<file path="src/rtl/deserializer.sv">
// ---------------------------------------------------------------------------
// deserializer
//
// Receive side of the 16-bit serial link. While enable is high, one bit of
// din is sampled on every rising clock edge, LSB first. Each completed
// WIDTH-bit frame is presented on dout and flagged with dout_valid.
//
// Optional feature macro: DESER_HANDSHAKE_EN
//   undefined : dout_valid is a one-cycle pulse after each completed frame.
//   defined   : adds dout_ready / overrun. dout_valid holds until accepted;
//               a completion that overwrites an unaccepted word sets the
//               sticky overrun flag.
//
// Parameters
//   WIDTH       frame width in bits (power of 2, >= 2)
//   CNT_W       width of the bit-index counter
//
// Ports
//   clock       in   1      rising-edge clock
//   reset       in   1      asynchronous active-high reset, clears all state
//   enable      in   1      frame-active qualifier; low returns to idle
//   din         in   1      serial data, sampled when enable is high
//   dout_ready  in   1      (handshake build) consumer accepts dout
//   dout        out  WIDTH  last completed frame, bit i = i-th sampled bit
//   dout_valid  out  1      completed-frame indicator
//   overrun     out  1      (handshake build) sticky lost-word flag
//   bit_cnt     out  CNT_W  index of the next bit to be sampled
// ---------------------------------------------------------------------------
module deserializer #(
    parameter int WIDTH = 16,
    parameter int CNT_W = $clog2(WIDTH)
) (
    input  logic             clock,
    input  logic             reset,
    input  logic             enable,
    input  logic             din,
`ifdef DESER_HANDSHAKE_EN
    input  logic             dout_ready,
    output logic             overrun,
`endif
    output logic [WIDTH-1:0] dout,
    output logic             dout_valid,
    output logic [CNT_W-1:0] bit_cnt
);

    typedef enum logic {
        IDLE = 1'b0,
        RECV = 1'b1
    } state_t;

    state_t             state;
    state_t             state_next;

    // Only WIDTH-1 bits need storage: the final bit goes straight from din
    // into dout on the completion edge.
    logic [WIDTH-2:0]   shift_reg;
    logic [WIDTH-2:0]   shift_next;
    logic [CNT_W-1:0]   cnt_next;
    logic [WIDTH-1:0]   dout_next;
    logic               valid_next;
    logic               frame_done;
`ifdef DESER_HANDSHAKE_EN
    logic               overrun_next;
`endif

    // Next-state, counter and shift-register update. Bits are written in
    // place at their final position, so the register never needs clearing
    // between frames: every position is overwritten before it is used.
    always_comb begin
        state_next = state;
        cnt_next   = bit_cnt;
        shift_next = shift_reg;
        frame_done = 1'b0;

        case (state)
            IDLE: begin
                if (enable) begin
                    shift_next[0] = din;
                    cnt_next      = CNT_W'(1);
                    state_next    = RECV;
                end else begin
                    cnt_next      = '0;
                end
            end

            RECV: begin
                if (enable) begin
                    for (int i = 0; i < WIDTH - 1; i++) begin
                        if (bit_cnt == CNT_W'(i)) begin
                            shift_next[i] = din;
                        end
                    end
                    // Natural wrap of the power-of-2 counter starts the
                    // next frame with no bubble.
                    cnt_next = bit_cnt + CNT_W'(1);
                    if (bit_cnt == CNT_W'(WIDTH - 1)) begin
                        frame_done = 1'b1;
                    end
                end else begin
                    // Dropping enable abandons any partial frame.
                    cnt_next   = '0;
                    state_next = IDLE;
                end
            end

            default: begin
                cnt_next   = '0;
                state_next = IDLE;
            end
        endcase
    end

    // Output word and valid/overrun tracking.
    always_comb begin
        dout_next  = dout;
        if (frame_done) begin
            dout_next = {din, shift_reg};
        end

`ifdef DESER_HANDSHAKE_EN
        valid_next   = dout_valid;
        overrun_next = overrun;
        if (frame_done) begin
            // A new word always loads; if the previous one was still
            // pending and not taken on this edge, it is lost.
            valid_next = 1'b1;
            if (dout_valid && !dout_ready) begin
                overrun_next = 1'b1;
            end
        end else if (dout_valid && dout_ready) begin
            valid_next = 1'b0;
        end
`else
        valid_next = frame_done;
`endif
    end

    // State registers.
    always_ff @(posedge clock or posedge reset) begin
        if (reset) begin
            state      <= IDLE;
            bit_cnt    <= '0;
            shift_reg  <= '0;
            dout       <= '0;
            dout_valid <= 1'b0;
`ifdef DESER_HANDSHAKE_EN
            overrun    <= 1'b0;
`endif
        end else begin
            state      <= state_next;
            bit_cnt    <= cnt_next;
            shift_reg  <= shift_next;
            dout       <= dout_next;
            dout_valid <= valid_next;
`ifdef DESER_HANDSHAKE_EN
            overrun    <= overrun_next;
`endif
        end
    end

endmodule

</file>
<file path="config.mk">
export PLATFORM = sky130hd
export DESIGN_NAME = deserializer
export DESIGN_NICKNAME = d
export VERILOG_FILES = /design/src/rtl/deserializer.sv
export SDC_FILE = /design/constraint.sdc
export NUM_CORES = 1
export LEC_CHECK = 0
export CAP_MARGIN = 20
export CORE_ASPECT_RATIO = 1.4
export CORE_MARGIN = 2
export CORE_UTILIZATION = 40
export DETAILED_ROUTE_END_ITERATION = 10
export DONT_BUFFER_PORTS = 1
export GPL_ROUTABILITY_DRIVEN = 1
export GPL_TIMING_DRIVEN = 0
export HOLD_SLACK_MARGIN = 0.02
export PLACE_DENSITY = 0.59
export SKIP_CTS_REPAIR_TIMING = 1
export SYNTH_ARGS = -nofsm -noshare
export SYNTH_HDL_FRONTEND = slang
export SYNTH_SLANG_ARGS = --single-unit
</file>
<file path="constraint.sdc">
create_clock -name clock -period 1.9 [get_ports clock]
set_input_delay 0.285 -clock clock [delete_from_list [all_inputs] [get_ports clock]]
set_output_delay 0.285 -clock clock [all_outputs]
set_load 0.05 [all_outputs]
</file>
==> results.yml <==
power:
  switchingPower_uw: 316.6
  ir_worst_vdd_v: 0.0005836
  pwr-share-seq: 0.576
  intPower_mw: 1.136
  netSwitchingFraction: 0.2179
  power_frac_comb: 0.053
  power.leakage_nw: 0.9004
  power.density_nw_per_um2: 800.2
  clkPwrFrac: 0.372
detailed_routing:
  vias_per_cell: 5.036
  drt_wl_total_mm: 2.516
  wl_per_cell_microns: 15.07
  drc: 0
  drt_iter0_markers: 14
  vias: 841
  dr.pass1.iters: 4
  ant_nets: 0
timing:
  finClkSkew_ns: 0.006229
  worst_pin_slew_ns: 0.5972
  finalHoldViolCount: 0
  fmax_mhz: 548.2
  tns_ns: 0
  drv_slew: 0
  fin_crit_sh: 0.9600
  worst_slack_ns: 0.07601
  setup_viol_count_final: 0
  slew_headroom: 0.6015
  grt_setup_unrepaired: "no"
  min_period_ns: 1.824
place:
  preCtsSetupSlack_ns: -0.1029
  dp.final_hpwl_mm: 1.873
  place_area_sq_um: 1707
  place_congestion: 0.7286
  io_buffer_count: 0
setup_path:
  critPathArrivalTime_ns: 1.99
  reg2reg_to: "dout[4]"
  rrSetupSlack_ns: 0.08
  crit_fanout: 10
  reg2reg_depth: 5
  crit_required_ns: 2.06
  r2r-start: "bit_cnt[2]"
  startpoint: "bit_cnt[2]"
  crit_end: "dout[4]"
  crit_path_start_kind: "register"
  crit_path_end_kind: "register"
  timing.setup.critical_path_class: "reg -> reg"
logic_synthesis:
  ys_types: 22
  ys_ff_latch: 37
  yosysSeqAreaShare: 0.5697
  ys.flop_type: "dfrtp_1"
  postSynthAreaPerCell_sq_um: 14.26
  syn_inst: 114
  synth_edf_count: 0
  ys_warn_count: 0
  async_reset_ff_frac: 1.000
  syn_nets: 122
  synth_area_sq_um: 1625
finish:
  final_area_sq_um: 1815
  area_delta_synth_final_pct: 11.70
  largest_reg_flops: 16
  antenna_cells: 0
  seqCellArea_sq_um: 928.4
  fillers: 357
  layout-drive-gt1-share: 0.3952
  multi_input_area_sq_um: 626.9
  nets: 132
global_route:
  grt_max_degree: 26
  grt_pass1_vias: 981
  antenna_found_initial: 0
  grt.total_usage: 0.1309
  grt_overflow: 0
  grt_pass1_wl_mm: 4.581
die:
  io_pins: 25
  initial_core_util: 0.4148
  rows: 27
  dieHeight_microns: 79.42
  die_x_microns: 57.88
  die-area_sq_um: 4596
  core_area_sq_um: 3919
clocking:
  cts_root_buf: "clkbuf_8"
  h-tree-depth: 2
  cts.sinks: 37
  cts-buffers-inserted: 5
  worstSkewPairLatency_ns: 0.28
  cts_tree: "yes"
  cts_buffer_depth: 2
  clk_pin_slew_ns: 0.07
hold_path:
  worstHoldPathType: "in -> reg"
status:
  status: "complete, no violations"
run:
  max_cap_viol_count: 0
==> per-stage QoR <==
| step | util | power [mW] | instances | hold WS [ns] |
|---|---|---|---|---|
| 4_1_cts | 0.4575 | 1.469 | 165 | -0.03290 |
| 5_1_grt | 0.4633 | 1.516 | 167 | 0.1477 |
| 3_3_place_gp | 0.4285 | 0.9163 | 157 | 0.3166 |
| 3_5_place_dp | 0.4355 | 0.9272 | 158 | 0.2772 |
| 6_report | 0.4633 | 1.453 | 167 | 0.1565 |
| 2_1_floorplan | - | 0.9033 | 114 | 0.3164 |
==> worst max-delay path, cell delays in order (launching register included) <==
cell     delay (ns)
dfrtp_1        0.65
buf_4          0.27
nand2_4        0.09
nor2_8         0.21
buf_12         0.17
mux2_4         0.30
==> layout by cell type (no fill, tap or decap), drive strengths merged <==
cell and count:
a21boi 1, and3 1, buf 6, clkbuf 8, dfrtp 37, dlygate4sd3 2, ha 4, inv 4
mux2 31, nand2 3, nand2b 2, nand3 5, nor2 14, nor3 3, o32ai 1, xnor2 1
xor2 1
==> synth_stat cells (2+ instances only) <==
cell | n | area share
dfrtp_1 | 37 | 0.57
nand2b_1 | 2 | 0.0077
mux2_4 | 9 | 0.083
buf_4 | 3 | 0.014
mux2_2 | 22 | 0.15
inv_1 | 4 | 0.0092
nor3_1 | 3 | 0.0092
nand2_1 | 2 | 0.0046
ha_1 | 4 | 0.031
nor2_1 | 13 | 0.030
nand3_1 | 4 | 0.012
==> worst min path at each step <==
stage / from / endpoint / slack, ns / depth (start not counted)
final: din / shift_reg[5] / 0.16 / 1
after global routing: din / shift_reg[5] / 0.15 / 1
after CTS: reset / shift_reg[0] / -0.03 / 1
after detailed placement: reset / dout[14] / 0.28 / 1
after global placement: enable / state / 0.32 / 0
after floorplan: enable / state / 0.32 / 0
==> cells by family (layout without fill, tap and decap cells) <==
logic type	count (synthesis)	count (layout)	share of synthesized area
XOR/XNOR	2	2	0.01078
adder cells (fa/ha/maj)	4	4	0.03079
flip-flops	37	37	0.5697
AND/OR/NAND/NOR	28	28	0.09854
AO/OA/AOI/OAI	2	2	0.01001
buffers and inverters	10	20	0.04464
multiplexers	31	31	0.2356
==> power groups by stage <==
| stage | combinational [mW] | clock [mW] | sequential [mW] |
|---|---|---|---|
| 2_1_floorplan | 0.0569 | 0 | 0.846 |
| 3_3_place_gp | 0.0659 | 0 | 0.850 |
| 3_5_place_dp | 0.0758 | 0 | 0.851 |
| 4_1_cts | 0.0760 | 0.557 | 0.836 |
| 5_1_grt | 0.0883 | 0.589 | 0.839 |
| 6_report | 0.0768 | 0.540 | 0.836 |
==> layout make-up <==
cell class,instances,area share
inverters,4,0.008270
repair buffers,3,0.02619
well taps,43,0.02963
plain buffers,6,0.03170
flip-flops and latches,37,0.5114
clock buffers,7,0.04755
multi-input cells,67,0.3453
==> per-layer routing <==
layer,track usage,vias to the layer above,part of all wire
li1,-,407,-
met1,0.1418,411,0.41
met2,0.2239,21,0.53
met3,0.05511,2,0.053
met4,0.04884,0,0.0076
met5,0,-,0
No activity file was read; power rests on OpenSTA's default activity.
